[config.mk]
export PLATFORM = sky130hd
export DESIGN_NAME = apb_slave_decoder_32bit
export DESIGN_NICKNAME = d
export VERILOG_FILES = /design/src/rtl/apb_dec_pkg.sv /design/src/rtl/apb_slave_decoder_32bit_timeout_cnt.sv /design/src/rtl/apb_slave_decoder_32bit.sv
export SDC_FILE = /design/constraint.sdc
export NUM_CORES = 1
export LEC_CHECK = 0
export ABC_CLOCK_PERIOD_IN_PS = 2670
export CAP_MARGIN = 20
export CORE_AREA = 2 2 112 114
export DETAILED_ROUTE_END_ITERATION = 8
export DIE_AREA = 0 0 114 116
export DONT_BUFFER_PORTS = 1
export GPL_TIMING_DRIVEN = 0
export SETUP_SLACK_MARGIN = 0.02
export SLEW_MARGIN = 5
export SYNTH_ARGS = -nofsm -noshare
export SYNTH_HDL_FRONTEND = slang
export SYNTH_SLANG_ARGS = --single-unit
export TNS_END_PERCENT = 1
[constraint.sdc]
create_clock -name clk -period 2.67 [get_ports clk]
set_input_delay 0.534 -clock clk [delete_from_list [all_inputs] [get_ports clk]]
set_output_delay 0.534 -clock clk [all_outputs]
set_load 0.02 [all_outputs]
[src/rtl/apb_dec_pkg.sv]
// Shared definitions for the APB slave decoder: FSM encoding, error data, timeout width.
package apb_dec_pkg;

  localparam int unsigned TO_CNT_W      = 16;
  localparam logic [31:0] ERR_RDATA_DEF = 32'hDEAD_BEEF;

  typedef logic [2:0] state_t;

  localparam state_t ST_IDLE    = 3'd0;
  localparam state_t ST_SETUP   = 3'd1;
  localparam state_t ST_ACCESS  = 3'd2;
  localparam state_t ST_RESP    = 3'd3;
  localparam state_t ST_RELEASE = 3'd4;

endpackage

[src/rtl/apb_slave_decoder_32bit_timeout_cnt.sv]
// ACCESS-phase watchdog counter for the APB decoder; exists only when APB_DEC_TIMEOUT_EN is defined.
`ifdef APB_DEC_TIMEOUT_EN
module apb_dec_timeout_cnt #(
  parameter int unsigned W = 16
) (
  input  logic         clk,
  input  logic         rst_n,
  input  logic         clr,
  input  logic         en,
  input  logic [W-1:0] limit,
  output logic         term_c
);

  logic [W-1:0] cnt_q;

  always_ff @(posedge clk or negedge rst_n) begin
    if (!rst_n)     cnt_q <= '0;
    else if (clr)   cnt_q <= '0;
    else if (en)    cnt_q <= cnt_q + W'(1);
  end

  // Asserted during the limit-th enabled cycle since the last clear.
  assign term_c = en & (cnt_q == limit - W'(1));

endmodule
`endif

[src/rtl/apb_slave_decoder_32bit.sv]
// Decodes master requests to NUM_SLV register slaves with a two-phase access and error response.
// Optional ACCESS watchdog enabled by defining APB_DEC_TIMEOUT_EN.
module apb_slave_decoder_32bit
  import apb_dec_pkg::*;
#(
  parameter int unsigned          AW        = 24,
  parameter int unsigned          DW        = 32,
  parameter int unsigned          NUM_SLV   = 4,
  parameter int unsigned          SEL_W     = 4,
  parameter logic [TO_CNT_W-1:0]  TIMEOUT   = 16'd1023,
  parameter logic [DW-1:0]        ERR_RDATA = DW'(ERR_RDATA_DEF)
) (
  input  logic                  clk,
  input  logic                  rst_n,
  input  logic                  p_ce,
  input  logic [AW-1:0]         p_addr,
  input  logic [DW-1:0]         p_wdata,
  input  logic                  p_enable,
  input  logic                  p_we,
  output logic                  p_rdy,
  output logic [DW-1:0]         p_rdata,
  output logic [NUM_SLV-1:0]    s_ce,
  output logic [NUM_SLV-1:0]    s_enable,
  output logic [AW-1:0]         s_addr,
  output logic [DW-1:0]         s_wdata,
  output logic                  s_we,
  input  logic [NUM_SLV-1:0]    s_rdy,
  input  logic [NUM_SLV*DW-1:0] s_rdata,
  output logic                  err_flag,
  input  logic                  err_clr
);

  state_t               state_q, state_n;
  logic [SEL_W-1:0]     idx_q, in_idx;
  logic [NUM_SLV-1:0]   sel_oh, in_oh;
  logic                 req, in_unmapped, rdy_hit, to_hit;
  logic [DW-1:0]        rd_sel;

  logic [NUM_SLV-1:0]   s_ce_d, s_en_d;
  logic                 p_rdy_d, err_set;
  logic [DW-1:0]        p_rdata_d;

  assign req         = p_ce & p_enable;
  assign in_idx      = p_addr[AW-1 -: SEL_W];
  assign in_unmapped = 32'(in_idx) >= NUM_SLV;
  assign in_oh       = NUM_SLV'(1) << in_idx;
  assign sel_oh      = NUM_SLV'(1) << idx_q;
  assign rdy_hit     = |(s_rdy & sel_oh);

  // Read-data mux for the selected slave.
  always_comb begin
    rd_sel = '0;
    for (int i = 0; i < NUM_SLV; i++) begin
      if (sel_oh[i]) rd_sel = rd_sel | s_rdata[i*DW +: DW];
    end
  end

`ifdef APB_DEC_TIMEOUT_EN
  apb_dec_timeout_cnt #(.W(TO_CNT_W)) u_to_cnt (
    .clk    (clk),
    .rst_n  (rst_n),
    .clr    (state_q == ST_SETUP),
    .en     (state_q == ST_ACCESS),
    .limit  (TIMEOUT),
    .term_c (to_hit)
  );
`else
  logic unused_timeout;
  assign unused_timeout = ^TIMEOUT;
  assign to_hit         = 1'b0;
`endif

  always_ff @(posedge clk or negedge rst_n) begin
    if (!rst_n) state_q <= ST_IDLE;
    else        state_q <= state_n;
  end

  always_comb begin
    state_n = state_q;
    case (state_q)
      ST_IDLE:    if (req) state_n = in_unmapped ? ST_RESP : ST_SETUP;
      ST_SETUP:   state_n = ST_ACCESS;
      ST_ACCESS:  if (rdy_hit || to_hit) state_n = ST_RESP;
      ST_RESP:    state_n = ST_RELEASE;
      ST_RELEASE: if (!req) state_n = ST_IDLE;
      default:    state_n = ST_IDLE;
    endcase
  end

  // Next values of the registered outputs, keyed on the transition being taken.
  always_comb begin
    s_ce_d    = '0;
    s_en_d    = '0;
    p_rdy_d   = 1'b0;
    p_rdata_d = '0;
    err_set   = 1'b0;
    case (state_q)
      ST_IDLE: begin
        if (req && in_unmapped) begin
          p_rdy_d   = 1'b1;
          p_rdata_d = ERR_RDATA;
          err_set   = 1'b1;
        end else if (req) begin
          s_ce_d = in_oh;
        end
      end
      ST_SETUP: begin
        s_ce_d = sel_oh;
        s_en_d = sel_oh;
      end
      ST_ACCESS: begin
        if (rdy_hit) begin
          p_rdy_d   = 1'b1;
          p_rdata_d = s_we ? '0 : rd_sel;
        end else if (to_hit) begin
          p_rdy_d   = 1'b1;
          p_rdata_d = ERR_RDATA;
          err_set   = 1'b1;
        end else begin
          s_ce_d = sel_oh;
          s_en_d = sel_oh;
        end
      end
      default: ;
    endcase
  end

  always_ff @(posedge clk or negedge rst_n) begin
    if (!rst_n) begin
      p_rdy    <= 1'b0;
      p_rdata  <= '0;
      s_ce     <= '0;
      s_enable <= '0;
    end else begin
      p_rdy    <= p_rdy_d;
      p_rdata  <= p_rdata_d;
      s_ce     <= s_ce_d;
      s_enable <= s_en_d;
    end
  end

  // Request latch, shared by all slaves.
  always_ff @(posedge clk or negedge rst_n) begin
    if (!rst_n) begin
      s_addr  <= '0;
      s_wdata <= '0;
      s_we    <= 1'b0;
      idx_q   <= '0;
    end else if (state_q == ST_IDLE && req) begin
      s_addr  <= p_addr;
      s_wdata <= p_wdata;
      s_we    <= p_we;
      idx_q   <= in_idx;
    end
  end

  // Sticky error flag; a new error beats a simultaneous clear.
  always_ff @(posedge clk or negedge rst_n) begin
    if (!rst_n)       err_flag <= 1'b0;
    else if (err_set) err_flag <= 1'b1;
    else if (err_clr) err_flag <= 1'b0;
  end

endmodule

Word-level counts from Yosys, hierarchy flattened
Cells that the tools add are included.
W data, S select, Z words.

operators by class
  magnitude comparators = 1
  eq/ne operators = 7
  shift operators = 2
  multiplexer cells = 24
  bitwise logic cells = 5
  reduce and logical (&&, ||, !) cells = 6

operators with widths
  operator               number
  $mux W32               7
  $or A32 B32 Y32        3
  $pmux W32 S2           1
  $pmux W3 S5            1
  $mux W4                3
  $pmux W4 S3            1
  $mux W3                3
  $pmux W4 S2            1
  $shl A1 B4 Y4 const A  2
  $eq A3 B2 Y1 const B   2
  $ne A2 B2 Y1 const B   3
  $mux W1                5
  $and A4 B4 Y4          1
  $ge A4 B3 Y1 const B   1
  $reduce_or A4 Y1       1
  $eq A3 B1 Y1 const B   1
  $eq A3 B3 Y1 const B   1
  $logic_not A3 Y1       1
  $reduce_and A3 Y1      1
  $logic_and A1 B1 Y1    2
  $mux W2                1
  $pmux W1 S2            1
  $reduce_bool A2 Y1     1
  $and A1 B1 Y1          1

storage, ports and cells
  register bits = 106
  input bits = 194
  word-level logic and storage cells = 55

Depth between registers and ports, before layout
Gate-level depths: netlist of run 1.

  word-level depth = 11
  gate-level depth with buffers = 7

Worst setup path after synthesis of run 1
No wires, ideal clock.

  path type = register -> register
  start = register, netlist name s_addr[23]
  end = register p_rdata[14]
  setup time = 0.066 ns
  arrival = 1.766 ns
  data required time = 2.604 ns
  slack = 0.839 ns
  stages on the path, launching flop included = 7
  buffers on the path = 2
  clock period less this slack = 1.831 ns
  path through = dfrtp_1 > or3b_1 > buf_4 > o22a_4 > nor3_4 > buf_6 > and2_1

RTL lines
  element               line                            text
  to (signal assigned)  apb_slave_decoder_32bit.sv:136  p_rdata <= p_rdata_d;
  to (decl)             apb_slave_decoder_32bit.sv:21   output logic [DW-1:0] p_rdata,

Worst setup path in the final report of run 1
  start = register state_q[1]
  end = register p_rdata[13]

on the way
  word-level cells in the longest chain between the ends = 2
  elaborated cells on any way between the ends = 3
  classes of those cells = 1 x eq/ne; 1 x mux; 1 x reduce/logical

ends and longest elaborated chain
  element                                           line                           text
  from (decl)                                       apb_slave_decoder_32bit.sv:33  state_t state_q, state_n;
  from (signal assigned)                            apb_slave_decoder_32bit.sv:75  else state_q <= state_n;
  $eq A3 B2 Y1 or $logic_not A3 Y1 (tied branches)  apb_slave_decoder_32bit.sv:97  case (state_q)
  $pmux W32 S2 *                                    apb_slave_decoder_32bit.sv:97
  named net p_rdata_d[13]                           apb_slave_decoder_32bit.sv:41  logic [DW-1:0] p_rdata_d;

Mark *: on every way through the listed nets, which the timed path passes. The rest lies on a longest branch.
A chain may end at the register's enable or synchronous reset.

==> metrics.txt, run 1 <==
slowest cell on the critical path nor2_1; Final Critical Period about 2.2 ns; count leader, synth nand2_1; clock tree buffer depth 2; Reg area 2552 um2; share of cells above drive strength 1 0.06939; initial antenna violation count 0; total gr overflow 0; synth cell count leaders nand2_1, dfrtp_1, mux2i_1, o22ai_1, a21o_1; post-CTS sizing 0; post-synth top area share 0.5415; largest net degree at the start of global routing 103; Site Rows 40; Ys Warns 0; worst path cell trace nand3b_4, or3_1, clkbuf_1, nor2_1, buf_2, a21o_1; worst relative slew slack 0.4685; Area contributors post-synth dfrtp_1, mux2i_1, nand2_1; hold crit path type in -> async; Area Overhead vs Synth 10.22%; CTS tree yes; post-synth cell types 29; DRC 0; crit path DAT between 2 and 2.5 ns; Seq cells post-synth 102; ys flop type dfrtp_1; Avg WL per Cell between 20 and 25 um; Final Cycle Share 0.8152; first drt pass iteration count 4; Synth area leader dfrtp_1; CP top delay family simple AND/OR/NAND/NOR gates; clock root buffer master clkbuf_16; PortBufs 0; register area share after synthesis 0.5415; Post-Place Cells 621; Detailed Route Iter0 Violations 193; final-layout fill cell count 1178; vias in the first global route 3606; core box area about 12000 um2; worst clock skew 0.006476 ns; CP required 2.95 ns; final antenna-violating net count 0; clk sink count 102; pwr/cell area 1256 nW/um2; critical path launch point type register; number of CTS-inserted buffers 9; CTS clk-pin slew, worst paths about 0.07 ns; GP Congestion roughly 0.85; CP max FO 10; Die Area 13220 um2; unrepaired setup endpoints after global routing no; Crit Path Category reg -> reg; Gate Count Post-Synth 474; Total Power between 6 and 7 mW; slowest stage delay, CP 0.51 ns; area occupied by multi-input gates 1981 um2; Synth Cell Area between 4000 and 5000 um2; vias after detailed routing 3444; Avg Cell Area, Syn 9.944 um2; fmax 459.4 MHz; worst vdd ir 0.5023 mV; # Post-CTS Setup Buffers 0; via/cell ratio 5.407; # H-tree levels 3; max-cap viol count 0; ANT cells 0; Slew Viols, Final 0; Leak 2.762 nW; Hold WS -0.1159 ns; Worst-Margin Slew 0.7972 ns; syn_nets 668; Worst-Skew Late Latency approximately 0.34 ns; # setup viols final 0; first-pass GRT wire length 20230 um; failing checks hold timing; post-DP HPWL around 10000 um; non-filler cells, final 637; CP Capture Type register; status finished with violations; Starting Density 0.3957; Post-synth EDFFs 0; GR Util All Layers 0.2030; Buffers & Inverters on Critical Path 2; die extent in x 114 um; Setup Total Neg Slack 0 ns; count of final hold-check violations 102; asr flop ratio synth 1.000; Die H 116 um; fin nets 679; final WL 13750 um; IO Pins 293
[state kept, by name (all words and copies together) (netlist names)]
name and cells:
err_flag 1, p_rdata 32, p_rdy 1, s_addr 24
s_ce 4, s_enable 4, s_wdata 32, s_we 1
state_q 3
[routing by layer]
metal	GRT usage	routed length, um	up-vias
met1	0.2327	5270	1624
met3	0.07113	1263	16
li1	-	-	1620
met4	0.06667	280	0
met5	0	0	-
met2	0.3560	6939	184
[layout by cell type (no fill, tap or decap), types with 2 or more instances in the layout]
cell,n
buf_2,9
inv_6,3
nand2_1,172
clkbuf_16,9
buf_6,3
a21o_1,24
or3_1,2
inv_1,3
nor2_1,4
dfrtp_1,102
mux2i_1,66
nand2b_1,2
inv_8,2
clkbuf_1,16
o32ai_1,4
nor3_1,5
o22ai_1,35
buf_1,6
and2_1,8
[worst paths after layout]
kind,depth (start not counted),slack (ns),to,start
min in group clk,1,0.28,s_ce[2]$_DFF_PN0_,p_addr[20]
setup reg to reg,6,0.49,p_rdata[13]$_DFF_PN0_,state_q[1]$_DFFE_PN0P_
setup / recovery,6,0.49,p_rdata[13]$_DFF_PN0_,state_q[1]$_DFFE_PN0P_
hold / removal,0,-0.12,p_rdata[0]$_DFF_PN0_,rst_n
max in group asynchronous,0,2.58,state_q[2]$_DFFE_PN0P_,rst_n
hold reg to reg,1,0.57,state_q[1]$_DFFE_PN0P_,state_q[2]$_DFFE_PN0P_
[logic make-up after synthesis]
family,Yosys count,synth area share
AOI/OAI and AO/OA,68,0.1027
muxes,66,0.1402
and+or+nand+nor,200,0.1773
buffers and inverters,38,0.03823
DFF,102,0.5415
[worst register-to-register path: cells and delay by family, from the launching register on]
family | cells | cell delay, ns
DFF | 1 | 0.48
AOI/OAI and AO/OA | 1 | 0.12
buffers and inverters | 2 | 0.49
and+or+nand+nor | 3 | 1.04
[area by class of cell]
| class | instances | area share |
|---|---|---|
| buffer | 35 | 0.03251 |
| multi-input combinational | 334 | 0.3813 |
| tap | 147 | 0.03540 |
| sequential | 102 | 0.4913 |
| clock buffer | 9 | 0.04335 |
| clock inverter | 7 | 0.01397 |
| inverter | 3 | 0.002168 |
[through the flow]
step	area [um2]	utilization	setup slack (ns)
after floorplan	4713	-	0.8385
after global placement	4897	0.4111	0.5303
after detailed placement	4897	0.4111	0.5319
after CTS	5195	0.4361	0.5072
after global routing	5195	0.4361	0.3496
final	5195	0.4361	0.4934
[power breakdown]
| group | switching, mW | internal, mW | leakage, nW | total, mW |
|---|---|---|---|---|
| clock | 0.636 | 0.665 | 0.144 | 1.30 |
| combinational | 1.19 | 0.841 | 1.29 | 2.03 |
| sequential | 1.10 | 2.09 | 1.33 | 3.19 |
| total | 2.92 | 3.60 | 2.76 | 6.53 |
Power figures use the tool's default switching activity.
==> run 2, diff against run 1 <==
--- a/config.mk
+++ b/config.mk
@@ -5,11 +5,11 @@
 export SDC_FILE = /design/constraint.sdc
 export NUM_CORES = 1
 export LEC_CHECK = 0
-export ABC_CLOCK_PERIOD_IN_PS = 2670
+export ABC_CLOCK_PERIOD_IN_PS = 2300
 export CAP_MARGIN = 20
-export CORE_AREA = 2 2 112 114
+export CORE_AREA = 2 2 113 115
 export DETAILED_ROUTE_END_ITERATION = 8
-export DIE_AREA = 0 0 114 116
+export DIE_AREA = 0 0 115 117
 export DONT_BUFFER_PORTS = 1
 export GPL_TIMING_DRIVEN = 0
 export SETUP_SLACK_MARGIN = 0.02
==> constraint.sdc (replaced) <==
create_clock -name clk -period 2.3 [get_ports clk]
set_input_delay 0.46 -clock clk [delete_from_list [all_inputs] [get_ports clk]]
set_output_delay 0.46 -clock clk [all_outputs]
set_load 0.02 [all_outputs]
==> metrics.txt, run 2 (same netlist as run 1, synthesis figures left out) <==
status finished with violations; failing checks hold timing; Buffers & Inverters on Critical Path 2; post-DP HPWL 10180 um; final WL 13410 um; commonest cells after routing, fill and taps aside nand2_1, dfrtp_1, mux2i_1, o22ai_1, a21o_1; # setup viols final 0; pwr/cell area 1472 nW/um2; pre-CTS setup slack 0.1378 ns; total gr overflow 0; vias in the first global route 3602; via/cell ratio 5.408; largest net degree at the start of global routing 103; vias after detailed routing approximately 3500; Leak 2.777 nW; biggest regs p_rdata: 32 flops, s_wdata: 32 flops, s_addr: 24 flops; DRC 0; commonest non-fill, non-tap cell in the layout nand2_1; Avg WL per Cell 20.95 um; worst vdd ir 0.5826 mV; Worst-Margin Slew between 0.7 and 0.8 ns; PortBufs 0; GP Congestion 0.8451; worst path cell trace or3b_1, buf_4, o22a_4, nor3_4, buf_6, a21o_1; # Post-CTS Setup Buffers 0; IO Pins 293; # H-tree levels 3; CP max FO 10; max-cap viol count 0; core box area between 10000 and 15000 um2; Post-Place Cells 624; CTS clk-pin slew, worst paths 0.08 ns; GR Util All Layers 0.1926; worst clock skew 0.01136 ns; Hold WS -0.1897 ns; Starting Density 0.3828; fmax 470.8 MHz; first drt pass iteration count 4; Crit Path Category reg -> reg; fin nets 679; Final Util 0.4249; slowest cell on the critical path dfrtp_1; worst relative slew slack 0.4671; count of final hold-check violations 102; clock tree buffer depth 2; ANT cells 0; first-pass GRT wire length 19530 um; Final Critical Period 2.124 ns; crit path DAT 2.40 ns; Site Rows 41; CTS tree yes; final antenna-violating net count 0; Die Area 13460 um2; non-filler cells, final 640; CP top delay family simple AND/OR/NAND/NOR gates; CP required 2.58 ns; Die H 117 um; clk sink count 102; Area Overhead vs Synth 10.99%; Worst-Skew Late Latency 0.34 ns; final-layout fill cell count 1208; critical path launch point type register; CP Capture Type register; Reg2Reg Setup Slack 0.18 ns; fin worst setup slack 0.1761 ns; unrepaired setup endpoints after global routing no; hold crit path type in -> async; number of CTS-inserted buffers 9; Detailed Route Iter0 Violations 139; die extent in x 115 um; Setup Total Neg Slack 0 ns; slowest stage delay, CP roughly 0.50 ns; Final Cycle Share 0.9234; clock root buffer master clkbuf_16; Slew Viols, Final 0; share of cells above drive strength 1 0.07143; initial antenna violation count 0
-- run 2: path summary, 6_finish.rpt --
path | startpoint | cells past startpoint | to
max in group asynchronous | rst_n | 0 | s_wdata[12]$_DFFE_PN0P_
worst min register to register | state_q[2]$_DFFE_PN0P_ | 1 | state_q[1]$_DFFE_PN0P_
worst max register to register | s_addr[23]$_DFFE_PN0P_ | 6 | p_rdata[5]$_DFF_PN0_
worst max-delay path | s_addr[23]$_DFFE_PN0P_ | 6 | p_rdata[5]$_DFF_PN0_
worst min-delay path | rst_n | 0 | p_rdata[20]$_DFF_PN0_
min in group clk | p_addr[20] | 1 | s_ce[2]$_DFF_PN0_
-- run 2: power breakdown --
part,internal [mW],leakage (nW),switching [mW]
clock network,0.883,0.159,0.747
registers,2.43,1.33,1.27
logic,0.977,1.29,1.39
total,4.29,2.78,3.41
-- run 2: stage by stage --
| step | instance area (um2) | total power, mW |
|---|---|---|
| floorplan | 4713 | 5.455 |
| global placement | 4901 | 6.049 |
| detailed placement | 4901 | 6.127 |
| CTS | 5229 | 7.775 |
| global route | 5231 | 8.225 |
| finish | 5231 | 7.700 |
-- run 2: final cells by class --
cell class | count | area, um2 | area share
plain buffers | 35 | 168.9 | 0.03229
multi-input cells | 334 | 1983 | 0.3791
inverters | 3 | 11.26 | 0.002153
clock buffers | 9 | 225.2 | 0.04305
well taps | 150 | 187.7 | 0.03588
clock inverters | 7 | 102.6 | 0.01961
flip-flops and latches | 102 | 2552 | 0.4879
-- run 2: worst register-to-register path: stages (launching register included) --
cell	delay (ns)
dfrtp_1	0.50
or3b_1	0.42
buf_4	0.19
o22a_4	0.28
nor3_4	0.35
buf_6	0.20
a21o_1	0.12
-- run 2: what timing repair did --
item | in CTS | in global routing
endpoints found under the hold margin | 102 | 102
endpoints found under the setup margin | 0 | 20
resized for setup | 0 | 1
-- run 2: layer usage --
| layer | vias up | track usage | part of all wire |
|---|---|---|---|
| met3 | 23 | 0.07261 | 0.10 |
| li1 | 1615 | - | - |
| met4 | 0 | 0.08434 | 0.027 |
| met2 | 204 | 0.3216 | 0.49 |
| met5 | - | 0 | 0 |
| met1 | 1619 | 0.2226 | 0.38 |
